$ cat src/rtl/mem_port_arbiter_pkg.sv
// Shared definitions for the memory port arbiter.
//   state_t : arbiter FSM states (ST_IDLE, ST_GRANT, ST_RESP)
//   sel_t   : which processor port owns the current transfer (SEL_I fetch, SEL_D data)
//   TIMER_W : width of the GRANT wait timer
//   BURST_W : width of the consecutive data grant counter
package mem_port_arbiter_pkg;

   localparam int TIMER_W = 16;
   localparam int BURST_W = 4;

   typedef enum logic [1:0] {
      ST_IDLE  = 2'd0,
      ST_GRANT = 2'd1,
      ST_RESP  = 2'd2
   } state_t;

   typedef enum logic {
      SEL_I = 1'b0,
      SEL_D = 1'b1
   } sel_t;

endpackage

$ cat src/rtl/mem_port_arbiter_wait_timer.sv
// Wait timer for the GRANT phase: counts cycles spent waiting for m_ack.
//   clk    : clock
//   reset  : synchronous active-high reset
//   clear  : force the count to zero (entry into GRANT)
//   enable : advance the count by one
//   term   : count has reached TIMEOUT-1
module mem_port_arbiter_wait_timer
   import mem_port_arbiter_pkg::*;
#(
   parameter int TIMEOUT = 255
) (
   input  logic clk,
   input  logic reset,
   input  logic clear,
   input  logic enable,
   output logic term
);

   localparam logic [TIMER_W-1:0] TERM_CNT = TIMER_W'(TIMEOUT - 1);

   logic [TIMER_W-1:0] count_r;

   // Wait counter: clear has priority over enable.
   always_ff @(posedge clk) begin
      if (reset) begin
         count_r <= {TIMER_W{1'b0}};
      end else if (clear) begin
         count_r <= {TIMER_W{1'b0}};
      end else if (enable) begin
         count_r <= count_r + TIMER_W'(1);
      end else begin
         count_r <= count_r;
      end
   end

   assign term = (count_r == TERM_CNT);

endmodule

$ cat src/rtl/mem_port_arbiter.sv
// Arbiter sharing one single-port memory bus between instruction fetch and data ports.
//   clk, reset                       : clock, synchronous active-high reset
//   i_req/i_addr -> i_rdata/i_ack    : fetch port (load only)
//   d_req/d_we/d_addr/d_wdata
//                -> d_rdata/d_ack    : data port (load or store)
//   m_req/m_we/m_addr/m_wdata,
//   m_rdata/m_ack                    : memory bus, held stable while m_req is high
//   err                              : pulses with the ack of a timed-out transfer
//   stall                            : combinational, processor has an access outstanding
module mem_port_arbiter
   import mem_port_arbiter_pkg::*;
#(
   parameter int ADDR_W         = 32,
   parameter int DATA_W         = 32,
   parameter int MAX_DATA_BURST = 4,
   parameter int TIMEOUT        = 255
) (
   input  logic              clk,
   input  logic              reset,
   input  logic              i_req,
   input  logic [ADDR_W-1:0] i_addr,
   output logic [DATA_W-1:0] i_rdata,
   output logic              i_ack,
   input  logic              d_req,
   input  logic              d_we,
   input  logic [ADDR_W-1:0] d_addr,
   input  logic [DATA_W-1:0] d_wdata,
   output logic [DATA_W-1:0] d_rdata,
   output logic              d_ack,
   output logic              m_req,
   output logic              m_we,
   output logic [ADDR_W-1:0] m_addr,
   output logic [DATA_W-1:0] m_wdata,
   input  logic [DATA_W-1:0] m_rdata,
   input  logic              m_ack,
   output logic              err,
   output logic              stall
);

   localparam logic [BURST_W-1:0] BURST_MAX = BURST_W'(MAX_DATA_BURST);

   state_t             state_r;
   state_t             state_s;
   sel_t               sel_r;
   logic [BURST_W-1:0] burst_cnt_r;
   logic               win_d_s;
   logic               grant_s;
   logic               done_ok_s;
   logic               done_to_s;
   logic               timer_en_s;
   logic               timer_term_s;

   mem_port_arbiter_wait_timer #(
      .TIMEOUT (TIMEOUT)
   ) u_wait_timer (
      .clk    (clk),
      .reset  (reset),
      .clear  (grant_s),
      .enable (timer_en_s),
      .term   (timer_term_s)
   );

   // Next-state and transfer strobes; data wins unless fetch has waited out a full burst.
   always_comb begin
      state_s    = state_r;
      grant_s    = 1'b0;
      done_ok_s  = 1'b0;
      done_to_s  = 1'b0;
      timer_en_s = 1'b0;
      win_d_s    = d_req & ~((burst_cnt_r == BURST_MAX) & i_req);
      case (state_r)
         ST_IDLE: begin
            if (i_req | d_req) begin
               grant_s = 1'b1;
               state_s = ST_GRANT;
            end else begin
               state_s = ST_IDLE;
            end
         end
         ST_GRANT: begin
            if (m_ack) begin
               done_ok_s = 1'b1;
               state_s   = ST_RESP;
            end else if (timer_term_s) begin
               done_to_s = 1'b1;
               state_s   = ST_RESP;
            end else begin
               timer_en_s = 1'b1;
               state_s    = ST_GRANT;
            end
         end
         ST_RESP: begin
            state_s = ST_IDLE;
         end
         default: begin
            state_s = ST_IDLE;
         end
      endcase
   end

   // FSM state register.
   always_ff @(posedge clk) begin
      if (reset) begin
         state_r <= ST_IDLE;
      end else begin
         state_r <= state_s;
      end
   end

   // Bus drive, grant bookkeeping and completion outputs.
   always_ff @(posedge clk) begin
      if (reset) begin
         sel_r       <= SEL_I;
         burst_cnt_r <= {BURST_W{1'b0}};
         m_req       <= 1'b0;
         m_we        <= 1'b0;
         m_addr      <= {ADDR_W{1'b0}};
         m_wdata     <= {DATA_W{1'b0}};
         i_ack       <= 1'b0;
         d_ack       <= 1'b0;
         err         <= 1'b0;
         i_rdata     <= {DATA_W{1'b0}};
         d_rdata     <= {DATA_W{1'b0}};
      end else begin
         i_ack <= 1'b0;
         d_ack <= 1'b0;
         err   <= 1'b0;
         if (grant_s) begin
            m_req <= 1'b1;
            if (win_d_s) begin
               sel_r   <= SEL_D;
               m_we    <= d_we;
               m_addr  <= d_addr;
               m_wdata <= d_wdata;
               if (burst_cnt_r != BURST_MAX) begin
                  burst_cnt_r <= burst_cnt_r + BURST_W'(1);
               end
            end else begin
               sel_r       <= SEL_I;
               m_we        <= 1'b0;
               m_addr      <= i_addr;
               burst_cnt_r <= {BURST_W{1'b0}};
            end
         end else if (done_ok_s || done_to_s) begin
            m_req <= 1'b0;
            m_we  <= 1'b0;
            err   <= done_to_s;
            if (sel_r == SEL_D) begin
               d_ack <= 1'b1;
               if (done_to_s) begin
                  d_rdata <= {DATA_W{1'b0}};
               end else if (!m_we) begin
                  d_rdata <= m_rdata;
               end
            end else begin
               i_ack <= 1'b1;
               if (done_to_s) begin
                  i_rdata <= {DATA_W{1'b0}};
               end else begin
                  i_rdata <= m_rdata;
               end
            end
         end
      end
   end

   assign stall = (i_req & ~i_ack) | (d_req & ~d_ack);

endmodule

$ cat config.mk
export PLATFORM = sky130hd
export DESIGN_NAME = mem_port_arbiter
export DESIGN_NICKNAME = d
export VERILOG_FILES = /design/src/rtl/mem_port_arbiter_pkg.sv /design/src/rtl/mem_port_arbiter_wait_timer.sv /design/src/rtl/mem_port_arbiter.sv
export SDC_FILE = /design/constraint.sdc
export NUM_CORES = 1
export LEC_CHECK = 0
export BUFFER_PORTS_ARGS = -buffer_cell sky130_fd_sc_hd__buf_2
export CAP_MARGIN = 40
export CORE_ASPECT_RATIO = 0.75
export CORE_MARGIN = 3
export CORE_UTILIZATION = 24
export CTS_CLUSTER_SIZE = 28
export DETAILED_ROUTE_END_ITERATION = 16
export PLACE_DENSITY = 0.48
export RECOVER_POWER = 25
export SYNTH_ARGS = -nofsm -noshare
export SYNTH_HDL_FRONTEND = slang
export SYNTH_SLANG_ARGS = --single-unit
$ cat constraint.sdc
create_clock -name clk -period 5.2 [get_ports clk]
set_clock_uncertainty 0.15 [all_clocks]
set_input_delay 0.78 -clock clk [delete_from_list [all_inputs] [get_ports clk]]
set_output_delay 0.78 -clock clk [all_outputs]
set_load 0.02 [all_outputs]
* Word level (Yosys, flattened, before mapping)
Index checks and enable logic that the tools add are counted.
Word-level totals: bits in registers 156, input bits 134, output and inout bits 134, word-level logic and storage cells 69
Cells by class: $add $sub $neg 2, eq/ne operators 6, multiplexer cells 27, bitwise operators 12, reduce and logical (&&, ||, !) cells 9
Operator list (number):
- two-way mux 32 bit | 4
- two-way mux 1 bit | 18
- adder 16 x 1 -> 16 bit (second input constant) | 1
- equality test 16 x 8 -> 1 bit (second input constant) | 1
- two-way mux 4 bit | 2
- inverter 1 bit | 6
- adder 4 x 1 -> 4 bit (second input constant) | 1
- AND 1 bit | 4
- equality test 4 x 3 -> 1 bit (second input constant) | 1
- two-way mux 2 bit | 2
- inequality test 2 x 1 -> 1 bit (second input constant) | 2
- inequality test 4 x 3 -> 1 bit (second input constant) | 1
- case mux 2 bit (2 select lines) | 1
- AND reduction 2 bit | 2
- AND reduction 4 bit | 1
- AND reduction 3 bit | 1
- OR reduction 3 bit | 1
- equality test 2 x 1 -> 1 bit (second input constant) | 1
- zero test 2 bit | 1
- bitwise OR 1 bit | 2
- nonzero test 2 bit | 1
- OR reduction 2 bit | 1
- logical OR 1 bit | 1

* Depth between registers and ports, before layout
depth in word-level cells 7, gate-level depth with buffers 8, depth with buffers taken out 6

* By module
Synthesis repeated with hierarchy kept, for this count alone.
Unflattened totals: cell total of the unflattened synthesis 657, area total of the unflattened synthesis 6309.8 µm²
By module, submodules not included:
- mem_port_arbiter | instances 1, cells each 567, area each 5509.0 µm²
- mem_port_arbiter_wait_timer | instances 1, cells each 90, area each 800.8 µm²

* Least setup slack after synthesis
OpenSTA, ideal clock, no wires.
path kind input to register, start point input m_ack, end point register d_rdata[11], arrival time 1.992 ns, setup slack 2.931 ns, stages on the path 6, path buffers 2, path through buf_2 nor3b_4 nand3_1 clkbuf_1 o211ai_1 mux2i_1
On the way: longest elaborated chain between the ends 4
Ends and longest elaborated chain:
- from (decl) | line mem_port_arbiter.sv:35 | input logic m_ack,
- two-way mux 1 bit | line mem_port_arbiter.sv:81 | if (m_ack) begin
- two-way mux 1 bit | line mem_port_arbiter.sv:71 | case (state_r)
- inequality test 2 x 1 -> 1 bit (no source line) / logical OR 1 bit (equally long branches)
- AND reduction 4 bit (no source line)
- to (signal assigned) | line mem_port_arbiter.sv:123 | d_rdata <= {DATA_W{1'b0}};
- to (signal assigned) | line mem_port_arbiter.sv:151 | d_rdata <= {DATA_W{1'b0}};
- to (signal assigned) | line mem_port_arbiter.sv:153 | d_rdata <= m_rdata;
- to (decl) | line mem_port_arbiter.sv:28 | output logic [DATA_W-1:0] d_rdata,
Several ways; a longest one is shown, not always the timed one. A chain may end at the register's enable or synchronous reset.

* Worst setup path in the final report
start point register u_wait_timer.count_r[2], end point register d_rdata[29]
On the way: longest elaborated chain between the ends 6
Ends and longest elaborated chain:
- from (decl) | line mem_port_arbiter_wait_timer.sv:21 | logic [TIMER_W-1:0] count_r;
- from (signal assigned) | line mem_port_arbiter_wait_timer.sv:26 | count_r <= {TIMER_W{1'b0}};
- from (signal assigned) | line mem_port_arbiter_wait_timer.sv:28 | count_r <= {TIMER_W{1'b0}};
- from (signal assigned) | line mem_port_arbiter_wait_timer.sv:30 | count_r <= count_r + TIMER_W'(1);
- equality test 16 x 8 -> 1 bit (*) | line mem_port_arbiter_wait_timer.sv:36 | assign term = (count_r == TERM_CNT);
- two-way mux 1 bit (*) | line mem_port_arbiter.sv:84 | end else if (timer_term_s) begin
- two-way mux 1 bit (*) | line mem_port_arbiter.sv:81
- two-way mux 1 bit (*) | line mem_port_arbiter.sv:71
- inequality test 2 x 1 -> 1 bit (no source line) / logical OR 1 bit (equally long branches)
- AND reduction 4 bit (no source line)
Mark *: on every way between the ends. The rest lies on a longest branch, timed or not.

==> impl_metrics.toml <==
[final_layout]
fin_nets = 1111
layout.cells.non_filler = 1330
drive_gt1_share_pct = 25.8
syn_to_final_growth_pct = 33.5
diodes = 0
n_fill_cell = 2815
multi_input_area_um2 = 3060
seqCellArea_um2 = 3120

[floorplanning]
die_h_um = 148
core_region_area_um2 = 26300
die_area_um2 = 29100
io_pins = 268
start_util_pct = 24.7
dieWidth_um = 196
fp-row-count = 51

[setup_path]
worstPathRequired_ns = 5.39
rr_startpoint = "u_wait_timer.count_r[2]$_SDFFE_PP0P_"
crit_buf_inv = 1
crit_chain = "and4_1, nand4_1, o21ai_4, buf_4, mux2i_1"
critical-path-max-stage-delay_ns = 0.54
slowest_stage = "o21ai_4"
crit_type = "flip-flop to flip-flop"
cp-start-kind = "flip-flop"
arrival_ns = 2.84
critical_path.top_delay_family = "simple AND/OR/NAND/NOR gates"
critPathMaxFanout = 24
rr_worst_depth = 5
r2r_setup_slack_ns = 2.55
end_kind = "flip-flop"
timing.rr.end = "d_rdata[29]$_SDFFE_PP0P_"

[hold_path]
hold_end = "d_rdata[13]$_SDFFE_PP0P_"
holdPathStages = 2
holdCritStartpoint = "d_rdata[13]$_SDFFE_PP0P_"
worstHoldPathType = "flip-flop to flip-flop"

[timing]
rsz0062_at_grt = "no"
finalSetupViolations = 0
max_slew.worst_pin.slew_ns = 0.850
final.min_clock_period_ns = 2.65
slew_violations = 0
hold_viol_final = 0
post-route-period-util_pct = 50.9
slew_headroom_pct = 43.4
max_freq_mhz = 378
finalSetupTns_ns = 0

[global_route]
grt_max_degree = 75
overflow = 0
grt_antenna_before_repair = 0
track_usage_pct = 13.5
grt_pass1_vias = 5979
grt_pass1_wl_mm = 31.7

[pwr]
p_per_area_nw_per_um2 = 355
peakVddDrop_v = 0.000236
p_total_w = 0.00307
p_leak_nw = 3.62

[clock_tree]
cts_setup_buffers = 0
clk_path_buf_depth = 2
cts_root_buf = "clkbuf_16"
cts_sinks = 156
htree_levels = 4
post_cts_resized = 0
cts_tree = "yes"
cts_hold_buffers = 0
cts_made_buffers = 17
path_clk_slew_ns = 0.07
clk_latency_ns = 0.42

[placed_design]
dpl.cell_count = 1298
gp_congestion = 0.725
dp_hpwl_mm = 14.1
io_buffers = 267

[outcome]
outcome = "completed"

[synth]
synthFlopType = "dfxtp_1"
async_flop_share_pct = 0
synth_edf_count = 0
syn_avg_cell_area_um2 = 8.84
ys_seq_elements = 156
synth.most_common_cell = "nand2_1"
ys_warn_count = 0
synth.largest_area_cell = "dfxtp_1"
synth_common_cells = "168 x nand2_1, 156 x dfxtp_1, 65 x mux2i_1"
synth_cell_types = 47
yosysSeqAreaShare_pct = 48.1
yosysTopAreaCellShare_pct = 48.1
netlist_instances = 734
synth_area_leaders = "dfxtp_1 48%, mux2i_1 10%, nand2_1 9.7%, a311oi_1 4.5%, a21oi_1 4.2%"
syn_area_um2 = 6490
synth.net_count = 872

[route]
wl_mm = 20.4
drtIter0Drc = 199
drc = 0
antenna_left = 0
drtPass1Iterations = 4
num_vias = 6140
avgViaCountPerCell = 4.62
wl_per_cell_um = 15.4

[run]
cap_violations = 0
-- cells by family (layout without fill, tap and decap cells) --
family | count (synthesis) | count (layout) | share of synthesized area, %
adder cells (fa/ha/maj) | 4 | 4 | 0.772
multiplexers | 65 | 65 | 10.0
AND/OR/NAND/NOR | 262 | 262 | 18.7
AO/OA/AOI/OAI | 177 | 177 | 17.7
flip-flops | 156 | 156 | 48.1
buffers and inverters | 70 | 322 | 4.65
-- layer usage --
layer / global-route usage (%) / wire [um] / vias up
met1: 18.0 / 9610 / 2887
met2: 21.1 / 9210 / 168
met5: 0 / 0 / -
met4: 3.46 / 169 / 0
met3: 4.73 / 1420 / 9
li1: - / - / 3076
-- cell type report --
| class | count | area share (%) |
|---|---|---|
| Sequential cell | 156 | 36.1 |
| Multi-Input combinational cell | 508 | 35.3 |
| Timing Repair Buffer | 279 | 15.7 |
| Clock buffer | 20 | 5.39 |
| Tap cell | 344 | 4.97 |
| Clock inverter | 12 | 2.12 |
| Inverter | 11 | 0.477 |
-- registers in the layout (all words and copies together), names as in the netlist, 2 cells and up --
register / cells
d_rdata: 32
i_rdata: 32
m_addr: 32
m_wdata: 32
u_wait_timer.count_r: 16
burst_cnt_r: 4
state_r: 2
-- stage by stage --
stage               instance area [um^2]  setup slack (ns)  hold slack, ns  utilization (%)
global route                        8660              2.33           0.324             32.9
global placement                    8080              2.39           0.294             30.7
floorplan                           6490              2.93           0.298                -
finish                              8660              2.55           0.306             32.9
CTS                                 8760              2.70           0.308             33.3
detailed placement                  8110              2.35           0.293             30.9
-- placed cells by master, fill, tap and decap left out, drive strengths merged, types with 5 or more instances in the layout --
cell | synthesis | layout
nand2 | 168 | 168
o21ai | 48 | 48
clkbuf | 41 | 90
o211ai | 33 | 33
nand4 | 5 | 5
or3 | 11 | 11
a21oi | 54 | 54
nand3 | 12 | 12
buf | 18 | 209
inv | 11 | 14
nor3 | 6 | 6
dfxtp | 156 | 156
a311oi | 33 | 33
nor2 | 35 | 35
mux2i | 65 | 65
-- where the power goes --
| part | leakage (nW) | switching [W] | internal, W | total (W) |
|---|---|---|---|---|
| registers | 1.27 | 0.0000334 | 0.00126 | 0.00129 |
| clock network | 0.319 | 0.000525 | 0.000850 | 0.00137 |
| logic | 2.03 | 0.000262 | 0.000141 | 0.000403 |
-- worst register-to-register path: cells and delay by family, from the launching register on --
kind                   cells  cell delay [ns]
and+or+nand+nor            2             0.74
DFF                        1             0.40
buffers and inverters      1             0.50
AOI/OAI and AO/OA          1             0.55
muxes                      1             0.24
-- worst max-delay path by stage --
stage,endpoint,depth (start not counted),startpoint,slack [ns]
after floorplan,d_rdata[11]$_SDFFE_PP0P_,6,m_ack,2.93
after global placement,i_rdata[22]$_SDFFE_PP0P_,6,m_ack,2.39
after detailed placement,d_rdata[28]$_SDFFE_PP0P_,6,m_ack,2.35
after CTS,d_rdata[21]$_SDFFE_PP0P_,5,u_wait_timer.count_r[2]$_SDFFE_PP0P_,2.70
after global routing,d_rdata[26]$_SDFFE_PP0P_,5,u_wait_timer.count_r[2]$_SDFFE_PP0P_,2.33
final,d_rdata[29]$_SDFFE_PP0P_,5,u_wait_timer.count_r[2]$_SDFFE_PP0P_,2.55
No activity file was read; power rests on OpenSTA's default activity.
